**src/rtl/mux_scan_sequencer.sv**
```systemverilog
// Scans a latched 4-bit word through a 4:1 mux select, holding each index DWELL cycles.
// Optional build macro SCAN_MSB_FIRST_EN reverses the select order (3,2,1,0).
module mux_scan_sequencer #(
    parameter int DWELL = 1,
    parameter int CNT_W = 8
) (
    input  logic       clk,
    input  logic       rst_n,
    input  logic       in_valid,
    input  logic [3:0] in_data,
    output logic       in_ready,
    input  logic       abort,
    output logic [3:0] W,
    output logic [1:0] S,
    output logic       sample,
    output logic       busy,
    output logic       done
);

    typedef enum logic [1:0] {
        ST_IDLE = 2'd0,
        ST_SCAN = 2'd1,
        ST_DONE = 2'd2
    } state_t;

    localparam logic [CNT_W-1:0] DWELL_LAST = CNT_W'(DWELL - 1);
    // With a one-cycle dwell every new index is sampled immediately.
    localparam logic             FIRST_HIT  = (DWELL == 1);

`ifdef SCAN_MSB_FIRST_EN
    localparam logic [1:0] FIRST_IDX = 2'd3;
    localparam logic [1:0] LAST_IDX  = 2'd0;
`else
    localparam logic [1:0] FIRST_IDX = 2'd0;
    localparam logic [1:0] LAST_IDX  = 2'd3;
`endif

    state_t           r_state, w_state_nxt;
    logic [CNT_W-1:0] r_dwell, w_dwell_nxt;
    logic [3:0]       r_w, w_w_nxt;
    logic [1:0]       r_s, w_s_nxt, w_s_step;
    logic             r_sample, w_sample_nxt;
    logic             r_busy, w_busy_nxt;
    logic             r_done, w_done_nxt;
    logic             w_accept, w_dwell_end;

`ifdef SCAN_MSB_FIRST_EN
    assign w_s_step = r_s - 2'd1;
`else
    assign w_s_step = r_s + 2'd1;
`endif

    assign in_ready    = (r_state == ST_IDLE);
    assign w_accept    = in_valid & in_ready;
    assign w_dwell_end = (r_dwell == DWELL_LAST);

    always_ff @(posedge clk or negedge rst_n) begin
        if (!rst_n) begin
            r_state  <= ST_IDLE;
            r_dwell  <= '0;
            r_w      <= '0;
            r_s      <= '0;
            r_sample <= 1'b0;
            r_busy   <= 1'b0;
            r_done   <= 1'b0;
        end else begin
            r_state  <= w_state_nxt;
            r_dwell  <= w_dwell_nxt;
            r_w      <= w_w_nxt;
            r_s      <= w_s_nxt;
            r_sample <= w_sample_nxt;
            r_busy   <= w_busy_nxt;
            r_done   <= w_done_nxt;
        end
    end

    always_comb begin
        w_state_nxt = r_state;
        case (r_state)
            ST_IDLE: if (w_accept) w_state_nxt = ST_SCAN;
            ST_SCAN: begin
                if (abort)                                w_state_nxt = ST_IDLE;
                else if (w_dwell_end && r_s == LAST_IDX)  w_state_nxt = ST_DONE;
            end
            ST_DONE: w_state_nxt = ST_IDLE;
            default: w_state_nxt = ST_IDLE;
        endcase
    end

    // Registered outputs are computed one cycle ahead so sample lines up with S.
    always_comb begin
        w_w_nxt      = r_w;
        w_s_nxt      = r_s;
        w_dwell_nxt  = r_dwell;
        w_sample_nxt = 1'b0;
        w_busy_nxt   = (w_state_nxt != ST_IDLE);
        w_done_nxt   = (w_state_nxt == ST_DONE);
        case (r_state)
            ST_IDLE: begin
                if (w_accept) begin
                    w_w_nxt      = in_data;
                    w_s_nxt      = FIRST_IDX;
                    w_dwell_nxt  = '0;
                    w_sample_nxt = FIRST_HIT;
                end
            end
            ST_SCAN: begin
                if (abort) begin
                    w_dwell_nxt = '0;
                end else if (w_dwell_end) begin
                    w_dwell_nxt = '0;
                    if (r_s != LAST_IDX) begin
                        w_s_nxt      = w_s_step;
                        w_sample_nxt = FIRST_HIT;
                    end
                end else begin
                    w_dwell_nxt  = r_dwell + CNT_W'(1);
                    w_sample_nxt = ((r_dwell + CNT_W'(1)) == DWELL_LAST);
                end
            end
            default: w_dwell_nxt = '0;
        endcase
    end

    assign W      = r_w;
    assign S      = r_s;
    assign sample = r_sample;
    assign busy   = r_busy;
    assign done   = r_done;

endmodule

```
**config.mk**
```make
export PLATFORM = sky130hd
export DESIGN_NAME = mux_scan_sequencer
export DESIGN_NICKNAME = d
export VERILOG_FILES = /design/src/rtl/mux_scan_sequencer.sv
export SDC_FILE = /design/constraint.sdc
export NUM_CORES = 1
export LEC_CHECK = 0
export ABC_AREA = 1
export BUFFER_PORTS_ARGS = -buffer_cell sky130_fd_sc_hd__buf_2
export CAP_MARGIN = 20
export CORE_ASPECT_RATIO = 0.8
export CORE_MARGIN = 3
export CORE_UTILIZATION = 48
export CTS_CLUSTER_DIAMETER = 150
export DETAILED_ROUTE_END_ITERATION = 12
export PLACE_DENSITY = 0.8
export SLEW_MARGIN = 20
export SYNTH_ARGS = -nofsm -noshare
export SYNTH_HDL_FRONTEND = slang
export SYNTH_SLANG_ARGS = --single-unit
```
**constraint.sdc**
```tcl
create_clock -name clk -period 4.4 [get_ports clk]
set_clock_uncertainty 0.1 [all_clocks]
set_input_delay 0.88 -clock clk [delete_from_list [all_inputs] [get_ports clk]]
set_output_delay 0.88 -clock clk [all_outputs]
set_load 0.01 [all_outputs]
```
---- Yosys cells after proc, flatten, opt, wreduce, memory -nomap -nowiden ----
Cells that the tools add are included.
storage, ports and cells
  register bits ........................... 19
  output and inout bits ................... 10
  logic and storage cells ................. 44
cells by class
  $add $sub $neg .......................... 2
  equality and inequality tests ........... 8
  multiplexer cells ....................... 18
  bitwise logic cells ..................... 1
  reduce and logical (&&, ||, !) cells .... 8
operators by type and width
  kind                                                  count
  2-to-1 mux 8 bit                                      3
  zero test 8 bit                                       2
  case mux 8 bit (2 select lines)                       1
  2-to-1 mux 2 bit                                      7
  adder 8 x 1 -> 8 bit (second input constant)          1
  != test 2 bit (second input constant)                 4
  case mux 2 bit (2 select lines)                       2
  AND reduction 5 bit                                   1
  equality test 2 bit (second input constant)           2
  2-to-1 mux 1 bit                                      4
  nonzero test 2 bit                                    2
  adder 2 x 1 -> 2 bit (second input constant)          1
  equality test 2 x 1 -> 1 bit (second input constant)  1
  zero test 2 bit                                       1
  != test 2 x 1 -> 1 bit (second input constant)        1
  case mux 1 bit (2 select lines)                       1
  AND reduction 2 bit                                   1
  AND 1 bit                                             1
  logical AND 1 bit                                     1

---- Depth between registers and ports, before layout ----
  word-level depth ........................ 6
  mapped depth ............................ 9

---- Worst setup path before layout ----
No wires, ideal clock.
  kind .................................... input to register
  start point ............................. input abort
  end point ............................... register r_s[0] (netlist: S[0])
  data arrival time ....................... 1471 ps
  data required time ...................... 4179 ps
  slack ................................... 2708 ps
  stages on the path ...................... 5
  buffers on the path ..................... 0
  cells stage by stage .................... or2_4 -> o21ai_4 -> nand2_2 -> nand2_1 -> o21ai_1
between the ends
  cells in the longest elaborated chain, start to end .. 2
ends and longest elaborated chain
  item                           line  text
  start, declared                12    input logic abort,
  != test 2 bit (no line)        n/a
  AND reduction 5 bit (no line)  n/a
  end signal, assigned           70    r_s <= w_s_nxt;
  end, declared                  41    logic [1:0] r_s, w_s_nxt, w_s_step;
No other way between the ends.
A chain may end at the register's enable or synchronous reset.

---- Worst setup path in the final report ----
  start point ............................. register r_state[0]
  end point ............................... output in_ready
between the ends
  cells in the longest elaborated chain, start to end .. 1
ends and longest elaborated chain
  item                    line  text
  start, declared         38    state_t r_state, w_state_nxt;
  start signal, assigned  67    r_state <= w_state_nxt;
  zero test 2 bit         53    assign in_ready = (r_state == ST_IDLE);
  end, declared           11    output logic in_ready,
No other way between the ends.

==> impl_metrics.tcl <==
set metrics [dict create \
    outcome "complete, no violations" \
    die_w_um 56.6 \
    synth_cells 116 \
    avgSynthCellArea_um2 8.47 \
    die_y_um 46.5 \
    cts.sinks 19 \
    slew_headroom 0.721 \
    initial_core_util 0.554 \
    cts-resized-gates 0 \
    syn_area_um2 982 \
    yosys-top-cells-area "dfrtp_1 48%, nand2_1 12%, inv_1 6.5%, ha_1 5.1%, mux2_2 4.6%" \
    tightestPinTransition_ns 0.418 \
    core-area_um2 1770 \
    hp-class "in -> async" \
    htreeDepth 1 \
    antenna_found_initial 0 \
    drt_iter0_drc 29 \
    crit_arrival_ns 1.00 \
    required_ns 3.42 \
    start_kind "flop" \
    power_leakage_nw 0.583 \
    wl_per_cell_um 12.2 \
    routabilityCongestion 0.872 \
    clkTransAtPathRegs_ns 0.10 \
    rows 13 \
    pwr_density_cell_nw_per_um2 384 \
    hold-worst-slack_ns 0.402 \
    final_nets 150 \
    hpwl_mm 1.58 \
    final-max-slew-violation-count 0 \
    io_buffers 17 \
    worstPathMaxFanout 3 \
    wl_mm 1.94 \
    ios 18 \
    areaGrowthSynthToFinish_pct 14.3 \
    cts_made_buffers 3 \
    cts_tree "yes" \
    dr.pass1.iters 5 \
    setup_violations 0 \
    period_share 0.451 \
    netlist-cell-type-count 21 \
    min_period_ns 1.98 \
    yosysWarningCount 0 \
    fmax_mhz 504 \
    grt_util_all_layers 0.173 \
    worstSetupEndpointType "output pin" \
    path_class "reg -> out" \
    ir_worst_vdd_mv 0.275 \
    grt_pass1_wl_mm 3.31 \
    cts_setup_buffers 0 \
    grt_overflow 0 \
    synth-async-reset-ratio 1.00 \
    ys_seq_area_frac 0.484 \
    final_cells 159 \
    yosysTopAreaCell "dfrtp_1" \
    fin_tns_setup_ns 0 \
    fillers 167 \
    synth-edff-count 0 \
    drc 0 \
    postRouteAntennaNets 0 \
    dp.cells 155 \
    num_antenna_cells 0 \
    rsz0062_at_grt "false" \
    grt_start_max_net_pins 20 \
    drive_gt1_frac 0.255 \
    root_buffer "clkbuf_4" \
    ys.flop_type "dfrtp_1" \
    die_area_um2 2630 \
    route.vias.total 809 \
    grt_pass1_vias 760 \
    cts_hold_buf 0 \
    hold_viol 0 \
    clockBufferDepth 2 \
    maxCapViolCount 0 \
    synthesis.nets 128 \
    synth.most_common_cell "nand2_1" \
    insertion_delay_ns 0.29 \
    synth_commonest_cells "32 x nand2_1, 19 x dfrtp_1, 17 x inv_1" \
    yosys_register_bits 19 \
    vias_per_cell 5.09 \
    synth_top_area_share 0.484 \
]
## final cells by class
cell class	count	area [um2]	area share
multi-input combinational	79	439	0.391
tap	22	27.5	0.0245
sequential	19	475	0.424
clock inverter	1	5.00	0.00446
clock buffer	3	22.5	0.0201
inverter	18	67.6	0.0602
timing repair buffer	17	85.1	0.0758
## metrics by stage
| step | util | power [mW] | worst slack (ns) | area, um2 |
|---|---|---|---|---|
| finish | 0.633 | 0.431 | 2.42 | 1120 |
| floorplan | - | 0.299 | 2.71 | 982 |
| global route | 0.633 | 0.465 | 2.32 | 1120 |
| global placement | 0.618 | 0.343 | 2.55 | 1090 |
| detailed placement | 0.618 | 0.352 | 2.51 | 1090 |
| CTS | 0.633 | 0.440 | 2.40 | 1120 |
## sequential cells by signal, indices dropped and copies added, names as in the netlist
signal and flops:
S 2, W 4, busy 1, done 1, r_dwell 8, r_state 2
sample 1
## cells by family after synthesis
| kind of cell | after synthesis | share of synthesized area |
|---|---|---|
| AOI/OAI and AO/OA | 14 | 0.0917 |
| adders and majority gates | 4 | 0.0510 |
| buffers and inverters | 18 | 0.0688 |
| DFF | 19 | 0.484 |
| muxes | 4 | 0.0459 |
| and+or+nand+nor | 57 | 0.259 |
## report_power, final
part           leakage, nW  switching [mW]  internal (mW)
clock               0.0177          0.0509         0.0338
combinational        0.316          0.0708         0.0548
sequential           0.249          0.0172          0.204
## layout by cell type, fill, tap and decap left out
cell,instances
clkinv_2,1
inv_1,17
o21ai_4,1
nand3_1,8
o22ai_1,2
nor2_2,3
inv_2,1
nand2_2,1
buf_2,17
o21ai_1,2
dfrtp_1,19
o21bai_1,1
o21ai_0,7
mux2_2,4
nand2_1,32
or2_2,1
clkbuf_4,3
nor3_1,2
a21oi_2,1
nor2_1,7
nand4_1,1
or2_4,1
nor2_4,1
ha_1,4
## worst paths after layout
path,start,cells past startpoint,slack [ns],end
max reg2reg,r_dwell[0],9,2.77,S[1]
min reg2reg,W[3],1,0.43,W[3]
max,r_state[0],2,2.42,in_ready
max in group asynchronous,rst_n,1,3.50,r_dwell[4]
min in group clk,W[3],1,0.43,W[3]
min,rst_n,1,0.40,r_dwell[0]
## worst max-delay path, cell delays in order (launching register included)
cell and delay, ns:
dfrtp_1 0.39, nor2_1 0.16, buf_2 0.16
## routing by layer
| metal | up-vias | track usage | part of all wire |
|---|---|---|---|
| met5 | - | 0 | 0 |
| met4 | 0 | 0.0379 | 0 |
| met3 | 0 | 0.0700 | 0.061 |
| met2 | 29 | 0.300 | 0.48 |
| met1 | 373 | 0.207 | 0.46 |
| li1 | 407 | - | - |
Power figures use the tool's default switching activity.
